===== config.mk =====
export PLATFORM = sky130hd
export DESIGN_NAME = svc_rv_wb_arb
export DESIGN_NICKNAME = d
export VERILOG_FILES = /design/src/rtl/svc_rv_wb_arb_pkg.sv /design/src/rtl/svc_rv_wb_arb_fifo.sv /design/src/rtl/svc_rv_wb_arb.sv
export SDC_FILE = /design/constraint.sdc
export NUM_CORES = 1
export LEC_CHECK = 0
export BUFFER_PORTS_ARGS = -buffer_cell sky130_fd_sc_hd__buf_4
export CORE_MARGIN = 10
export CORE_UTILIZATION = 62
export CTS_CLUSTER_DIAMETER = 80
export DETAILED_ROUTE_END_ITERATION = 7
export PLACE_DENSITY = 0.85
export SLEW_MARGIN = 20
export SYNTH_ARGS = -nofsm -noshare
export SYNTH_HDL_FRONTEND = slang
export SYNTH_HIERARCHICAL = 1
export SYNTH_SLANG_ARGS = --single-unit

===== constraint.sdc =====
create_clock -name clk -period 8.68 [get_ports clk]
set_input_delay 0 -clock clk [delete_from_list [all_inputs] [get_ports clk]]
set_output_delay 0 -clock clk [all_outputs]
set_load 0.02 [all_outputs]

===== src/rtl/svc_rv_wb_arb_pkg.sv =====
// Shared types for the write-back port arbiter (svc_rv_wb_arb).
// Optional statistics build: SVC_RV_WB_ARB_STATS_EN.
package svc_rv_wb_arb_pkg;

    typedef enum logic [1:0] {
        IDLE  = 2'd0,
        WAIT  = 2'd1,
        FORCE = 2'd2
    } wb_arb_state_t;

    localparam int         WB_XLEN = 32;
    localparam logic [4:0] REG_X0  = 5'd0;

    typedef struct packed {
        logic               valid;
        logic [4:0]         rd;
        logic [WB_XLEN-1:0] data;
    } wb_entry_t;

    function automatic logic [31:0] sat_add32(input logic [31:0] a, input logic [31:0] b);
        logic [32:0] sum;
        sum = {1'b0, a} + {1'b0, b};
        return sum[32] ? 32'hFFFF_FFFF : sum[31:0];
    endfunction

endpackage


===== src/rtl/svc_rv_wb_arb_fifo.sv =====
// Deferred-result FIFO with per-entry rd kill and a parallel hazard-match vector.
// With SVC_RV_WB_ARB_STATS_EN the per-entry kill vector is exported for counting.
module svc_rv_wb_arb_fifo
    import svc_rv_wb_arb_pkg::*;
#(
    parameter int XLEN  = 32,
    parameter int DEPTH = 4
) (
    input  logic             clk,
    input  logic             rst,
    input  logic             push,
    input  logic [4:0]       push_rd,
    input  logic [XLEN-1:0]  push_data,
    input  logic             pop,
    input  logic             kill_en,
    input  logic [4:0]       kill_rd,
    input  logic [4:0]       pend_rd,
    output logic             empty,
    output logic             full,
    output logic             one_left,
    output logic             head_valid,
    output logic [4:0]       head_rd,
    output logic [XLEN-1:0]  head_data,
    output logic [DEPTH-1:0] pend_vec
`ifdef SVC_RV_WB_ARB_STATS_EN
    ,
    output logic [DEPTH-1:0] kill_vec
`endif
);

    localparam int AW = $clog2(DEPTH);

    logic [AW:0]       wr_ptr, rd_ptr, occ;
    logic [AW-1:0]     wr_idx, rd_idx;
    logic [DEPTH-1:0]  valid, kill_hit;
    logic [4:0]        rd_mem   [DEPTH];
    logic [XLEN-1:0]   data_mem [DEPTH];

    assign wr_idx     = wr_ptr[AW-1:0];
    assign rd_idx     = rd_ptr[AW-1:0];
    assign occ        = wr_ptr - rd_ptr;
    assign empty      = (wr_ptr == rd_ptr);
    assign full       = (wr_ptr[AW] != rd_ptr[AW]) && (wr_idx == rd_idx);
    assign one_left   = (occ == {{AW{1'b0}}, 1'b1});
    assign head_valid = !empty && valid[rd_idx];
    assign head_rd    = rd_mem[rd_idx];
    assign head_data  = data_mem[rd_idx];

    // Valid bits are cleared on pop, so a set bit always marks a live, occupied slot.
    always_comb begin
        kill_hit = '0;
        pend_vec = '0;
        for (int i = 0; i < DEPTH; i++) begin
            kill_hit[i] = kill_en && valid[i] && (rd_mem[i] == kill_rd);
            pend_vec[i] = valid[i] && (rd_mem[i] == pend_rd);
        end
    end

`ifdef SVC_RV_WB_ARB_STATS_EN
    assign kill_vec = kill_hit;
`endif

    always_ff @(posedge clk or posedge rst) begin
        if (rst) begin
            wr_ptr <= '0;
            rd_ptr <= '0;
            valid  <= '0;
        end else begin
            for (int i = 0; i < DEPTH; i++) begin
                if (kill_hit[i]) valid[i] <= 1'b0;
            end
            if (pop) begin
                valid[rd_idx] <= 1'b0;
                rd_ptr        <= rd_ptr + 1'b1;
            end
            // On a full push+pop the slot being refilled is the one being popped; push wins.
            if (push) begin
                valid[wr_idx] <= 1'b1;
                wr_ptr        <= wr_ptr + 1'b1;
            end
        end
    end

    always_ff @(posedge clk) begin
        if (push) begin
            rd_mem[wr_idx]   <= push_rd;
            data_mem[wr_idx] <= push_data;
        end
    end

endmodule


===== src/rtl/svc_rv_wb_arb.sv =====
// Register-file write-port arbiter: pipeline WB wins, long-latency results defer/drain.
// Define SVC_RV_WB_ARB_STATS_EN to add saturating stall/kill/defer counters.
module svc_rv_wb_arb
    import svc_rv_wb_arb_pkg::*;
#(
    parameter int XLEN         = 32,
    parameter int DEPTH        = 4,
    parameter int STARVE_LIMIT = 8
) (
    input  logic            clk,
    input  logic            rst,
    input  logic            pipe_valid,
    input  logic [4:0]      pipe_rd,
    input  logic [XLEN-1:0] pipe_data,
    input  logic            lat_valid,
    output logic            lat_ready,
    input  logic [4:0]      lat_rd,
    input  logic [XLEN-1:0] lat_data,
    output logic            stall_req,
    output logic            rf_we,
    output logic [4:0]      rf_waddr,
    output logic [XLEN-1:0] rf_wdata,
    input  logic [4:0]      pend_rd,
    output logic            pend_hit
`ifdef SVC_RV_WB_ARB_STATS_EN
    ,
    output logic [31:0]     stat_stall_cnt,
    output logic [31:0]     stat_kill_cnt,
    output logic [31:0]     stat_defer_cnt
`endif
);

    localparam int            SW         = $clog2(STARVE_LIMIT + 1);
    localparam logic [SW-1:0] STARVE_TOP = SW'(STARVE_LIMIT - 1);

    wb_arb_state_t    state, state_next;
    logic [SW-1:0]    starve_cnt, starve_next;

    logic             empty, full, one_left, head_valid;
    logic [4:0]       head_rd;
    logic [XLEN-1:0]  head_data;
    logic [DEPTH-1:0] pend_vec;

    logic pipe_wr, head_pop, head_wr, blocked, drains;
    logic lat_acc, lat_zero, bypass, lat_waw, push;

    // A pipeline write presented during a forced stall is discarded.
    assign pipe_wr  = pipe_valid && (pipe_rd != REG_X0) && !stall_req;
    assign head_pop = !empty && (!head_valid || !pipe_wr);
    assign head_wr  = head_pop && head_valid;
    assign blocked  = head_valid && pipe_wr;

    assign lat_ready = !rst && (!full || head_pop);
    assign lat_acc   = lat_valid && lat_ready;
    assign lat_zero  = (lat_rd == REG_X0);
    assign bypass    = lat_acc && !lat_zero && empty && !pipe_wr;
    assign lat_waw   = lat_acc && !lat_zero && pipe_wr && (pipe_rd == lat_rd);
    assign push      = lat_acc && !lat_zero && !bypass && !lat_waw;
    assign drains    = !push && (empty || (one_left && head_pop));

    assign pend_hit = (pend_rd != REG_X0) && ((|pend_vec) || (lat_acc && (lat_rd == pend_rd)));

`ifdef SVC_RV_WB_ARB_STATS_EN
    logic [DEPTH-1:0] kill_vec;
`endif

    svc_rv_wb_arb_fifo #(
        .XLEN  (XLEN),
        .DEPTH (DEPTH)
    ) u_fifo (
        .clk        (clk),
        .rst        (rst),
        .push       (push),
        .push_rd    (lat_rd),
        .push_data  (lat_data),
        .pop        (head_pop),
        .kill_en    (pipe_wr),
        .kill_rd    (pipe_rd),
        .pend_rd    (pend_rd),
        .empty      (empty),
        .full       (full),
        .one_left   (one_left),
        .head_valid (head_valid),
        .head_rd    (head_rd),
        .head_data  (head_data),
        .pend_vec   (pend_vec)
`ifdef SVC_RV_WB_ARB_STATS_EN
        ,
        .kill_vec   (kill_vec)
`endif
    );

    always_comb begin
        state_next  = state;
        starve_next = starve_cnt;
        case (state)
            IDLE: begin
                starve_next = '0;
                if (push) state_next = WAIT;
            end
            WAIT: begin
                if (head_pop)     starve_next = '0;
                else if (blocked) starve_next = starve_cnt + 1'b1;
                if (blocked && (starve_cnt == STARVE_TOP)) begin
                    state_next  = FORCE;
                    starve_next = '0;
                end else if (drains) begin
                    state_next = IDLE;
                end
            end
            FORCE: begin
                starve_next = '0;
                state_next  = drains ? IDLE : WAIT;
            end
            default: begin
                state_next  = IDLE;
                starve_next = '0;
            end
        endcase
    end

    always_ff @(posedge clk or posedge rst) begin
        if (rst) begin
            state      <= IDLE;
            starve_cnt <= '0;
            stall_req  <= 1'b0;
            rf_we      <= 1'b0;
            rf_waddr   <= REG_X0;
            rf_wdata   <= '0;
        end else begin
            state      <= state_next;
            starve_cnt <= starve_next;
            stall_req  <= (state_next == FORCE);
            rf_we      <= pipe_wr || head_wr || bypass;
            if (pipe_wr) begin
                rf_waddr <= pipe_rd;
                rf_wdata <= pipe_data;
            end else if (head_wr) begin
                rf_waddr <= head_rd;
                rf_wdata <= head_data;
            end else if (bypass) begin
                rf_waddr <= lat_rd;
                rf_wdata <= lat_data;
            end
        end
    end

`ifdef SVC_RV_WB_ARB_STATS_EN
    logic [31:0] kill_inc;

    // Killed FIFO entries plus accepted results dropped (x0 target or same-cycle WAW).
    always_comb begin
        kill_inc = 32'(lat_waw || (lat_acc && lat_zero));
        for (int i = 0; i < DEPTH; i++) begin
            kill_inc = kill_inc + 32'(kill_vec[i]);
        end
    end

    always_ff @(posedge clk or posedge rst) begin
        if (rst) begin
            stat_stall_cnt <= '0;
            stat_kill_cnt  <= '0;
            stat_defer_cnt <= '0;
        end else begin
            stat_stall_cnt <= sat_add32(stat_stall_cnt, 32'(state == FORCE));
            stat_kill_cnt  <= sat_add32(stat_kill_cnt, kill_inc);
            stat_defer_cnt <= sat_add32(stat_defer_cnt, 32'(push));
        end
    end
`endif

    no_pipe_during_stall: assert property (@(posedge clk) disable iff (rst) stall_req |-> !pipe_valid)
        else $error("pipe_valid asserted while stall_req is high");

endmodule

==> flow_summary.json <==
{
  "gp_congestion": 0.9632,
  "synth_top_area_cell": "edfxtp_1",
  "timing.slew.headroom_pct": 25.14,
  "crit_type": "flip-flop to flip-flop",
  "grt_pass1_vias": 6743,
  "yosysWarningCount": 6,
  "drv_cap": 0,
  "core_area_um2": 14530,
  "peakVddDrop_mv": 0.2766,
  "drt_iter0_markers": 562,
  "synth_top_area_share_pct": 48.42,
  "stdcell_area_um2": 11690,
  "dr.pass1.iters": 5,
  "clockBufferDepth": 3,
  "async_flop_share_pct": 27.09,
  "status": "completed",
  "dp_hpwl_um": 13830,
  "dp.cells": 902,
  "synth_top_flop_cell": "edfxtp_1",
  "syn_inst": 616,
  "min_path_type": "primary input to asynchronous set/reset pin",
  "power_density_nw_per_um2": 314.4,
  "io_buffers": 123,
  "rows": 44,
  "crit_family": "compound AO/OA/AOI/OAI gates",
  "yosysSeqAreaShare_pct": 63.41,
  "rsz0062_at_grt": "false",
  "clkSinkCount": 203,
  "final.setup.tns_ns": 0,
  "crit_fanout": 42,
  "syn_area_um2": 9179,
  "multi_input_area_um2": 3028,
  "leakage_nw": 4.691,
  "required_ns": 9.07,
  "boundaryPins": 124,
  "grt_usage_pct": 24.18,
  "areaGrowthSynthToFinish_pct": 27.40,
  "fp.dieArea_um2": 20070,
  "min_period_ns": 4.898,
  "seqCellArea_um2": 5823,
  "layoutNonFillerInstCount": 1019,
  "cts.clk_slew.worst_paths_ns": 0.07,
  "dp_slack_ns": 4.018,
  "drt_wl_total_um": 24490,
  "synth.avg_cell_area_um2": 14.90,
  "tritoncts": "built",
  "wl_per_cell_um": 24.03,
  "crit_buf_inv": 3,
  "finalHoldViolCount": 0,
  "nFillCells": 747,
  "clk_latency_ns": 0.50,
  "dr_total_vias": 6210,
  "finalNetCount": 912,
  "antenna_left": 0,
  "final_common_cell": "edfxtp_1",
  "synth_area_leaders": "edfxtp_1 48%, dfrtp_1 15%, mux4_2 9.3%",
  "grt_pass1_wl_um": 38150,
  "worstSetupStartpointType": "flip-flop",
  "layout-drive-gt1-share_pct": 26.08,
  "setup_viol": 0,
  "final_cell_mix": "148 x edfxtp_1, 129 x buf_4, 75 x dlygate4sd3_1",
  "period_share_pct": 56.43,
  "worst_pin_slew_ns": 1.123,
  "viasPerCell": 6.094,
  "ys_ff_latch": 203,
  "rrSetupSlack_ns": 3.78,
  "slew_viol_final": 0,
  "grt_max_degree": 72,
  "skew_ns": 0.01828,
  "cts_max_level": 1,
  "dieWidth_um": 141.7,
  "critPathCaptureType": "flip-flop",
  "drc": 0,
  "synth_edf_count": 148,
  "fmax_mhz": 204.2,
  "path_cells": "inv_1 > ha_1 > and3_1 > nor2b_1 > o211ai_1 > a21boi_1 > a2111oi_2 > nand2_1 > clkinv_1 > buf_4 > a21oi_1 > a41oi_1",
  "worst_slack_ns": 3.782,
  "syn_nets": 711,
  "post-route-util_pct": 80.46,
  "slowest_stage": "dfrtp_2",
  "critPathMaxStageDelay_ns": 1.10,
  "grt-ovfl-total": 0,
  "place_area_um2": 10220,
  "antenna_found_initial": 2,
  "critPathArrivalTime_ns": 5.29,
  "cts_buffers": 21,
  "cts-root-buf": "clkbuf_16",
  "die_y_um": 141.7,
  "initial_core_util_pct": 63.15,
  "yosysUniqueCellTypes": 44
}
## state kept, by name, summed over array words and instances (netlist names)
| name | count |
|---|---|
| rf_waddr | 5 |
| rf_wdata | 32 |
| rf_we | 1 |
| stall_req | 1 |
| starve_cnt | 4 |
| state | 2 |
| u_fifo/data_mem | 128 |
| u_fifo/rd_mem | 20 |
| u_fifo/rd_ptr | 3 |
| u_fifo/valid | 4 |
| u_fifo/wr_ptr | 3 |
## final timing paths
kind	from	to	cells past startpoint
setup / recovery	u_fifo/rd_ptr[1]	u_fifo/valid[1]	12
hold / removal	rst	u_fifo/rd_ptr[1]	3
setup reg to reg	u_fifo/rd_ptr[1]	u_fifo/valid[1]	12
hold reg to reg	u_fifo/rd_ptr[2]	u_fifo/rd_ptr[2]	1
max in group asynchronous	rst	rf_wdata[30]	3
min in group clk	pipe_valid	rf_waddr[3]	4
## cell families after synthesis
family / Yosys count / synth area share (%)
XOR/XNOR: 56 / 5.344
adder cells (fa/ha/maj): 12 / 1.718
flip-flops: 203 / 63.41
AO/OA/AOI/OAI: 101 / 7.157
AND/OR/NAND/NOR: 93 / 4.866
buffers and inverters: 73 / 3.735
multiplexers: 78 / 13.77
## tightest hold or removal path, delay by kind of cell
family,cells,cell delay (ns)
buffers and inverters,3,1.00
## stage by stage
stage | hold slack, ns | total power [mW]
after floorplan | -0.1598 | 2.293
after global placement | 0.04496 | 2.643
after detailed placement | 0.04907 | 2.694
after CTS | 0.07594 | 3.644
after global routing | 0.1258 | 3.843
final | 0.08234 | 3.676
## where the power goes
group	internal, mW	total (mW)	switching [mW]
sequential	1.25	1.41	0.161
combinational	0.610	1.36	0.746
clock	0.533	0.909	0.376
## layer usage
layer  up-vias  track usage, %  share of wire, %
met2       300           41.70                52
met5         -               0                 0
met3        63           4.940               6.9
met4         0           9.252               3.0
met1      3134           29.21                38
li1       2713               -                 -
## synthesized netlist by cell type (2+ instances only)
library cell	n
xor2_1	38
clkbuf_1	10
o21ai_0	43
or3_1	2
nor2_1	8
buf_4	2
xnor2_1	18
nor3_1	3
buf_2	7
mux2_2	2
or4_1	2
mux4_2	38
nand2_1	50
o211ai_1	33
a41oi_1	4
mux2i_1	37
o21a_1	2
nand2b_1	2
a21oi_1	11
nand3_1	3
ha_1	11
buf_6	7
dfrtp_1	55
nor2b_1	3
and3_1	5
inv_1	46
edfxtp_1	148
nor4_1	10
## layout make-up
| type | count | area share [%] |
|---|---|---|
| diodes | 3 | 0.06420 |
| clock buffers | 27 | 4.943 |
| clock inverters | 11 | 1.016 |
| inverters | 46 | 1.487 |
| multi-input cells | 340 | 25.89 |
| flip-flops and latches | 203 | 49.80 |
| well taps | 184 | 1.969 |
| repair buffers | 205 | 14.83 |
## repair_timing
action,in CTS,in global routing
endpoints found under the hold margin,244,0
buffers inserted,0,0
hold buffers,75,0
endpoints found under the setup margin,0,0
gates resized for setup,0,0
Note: power is estimated with default switching activity, not from simulation.
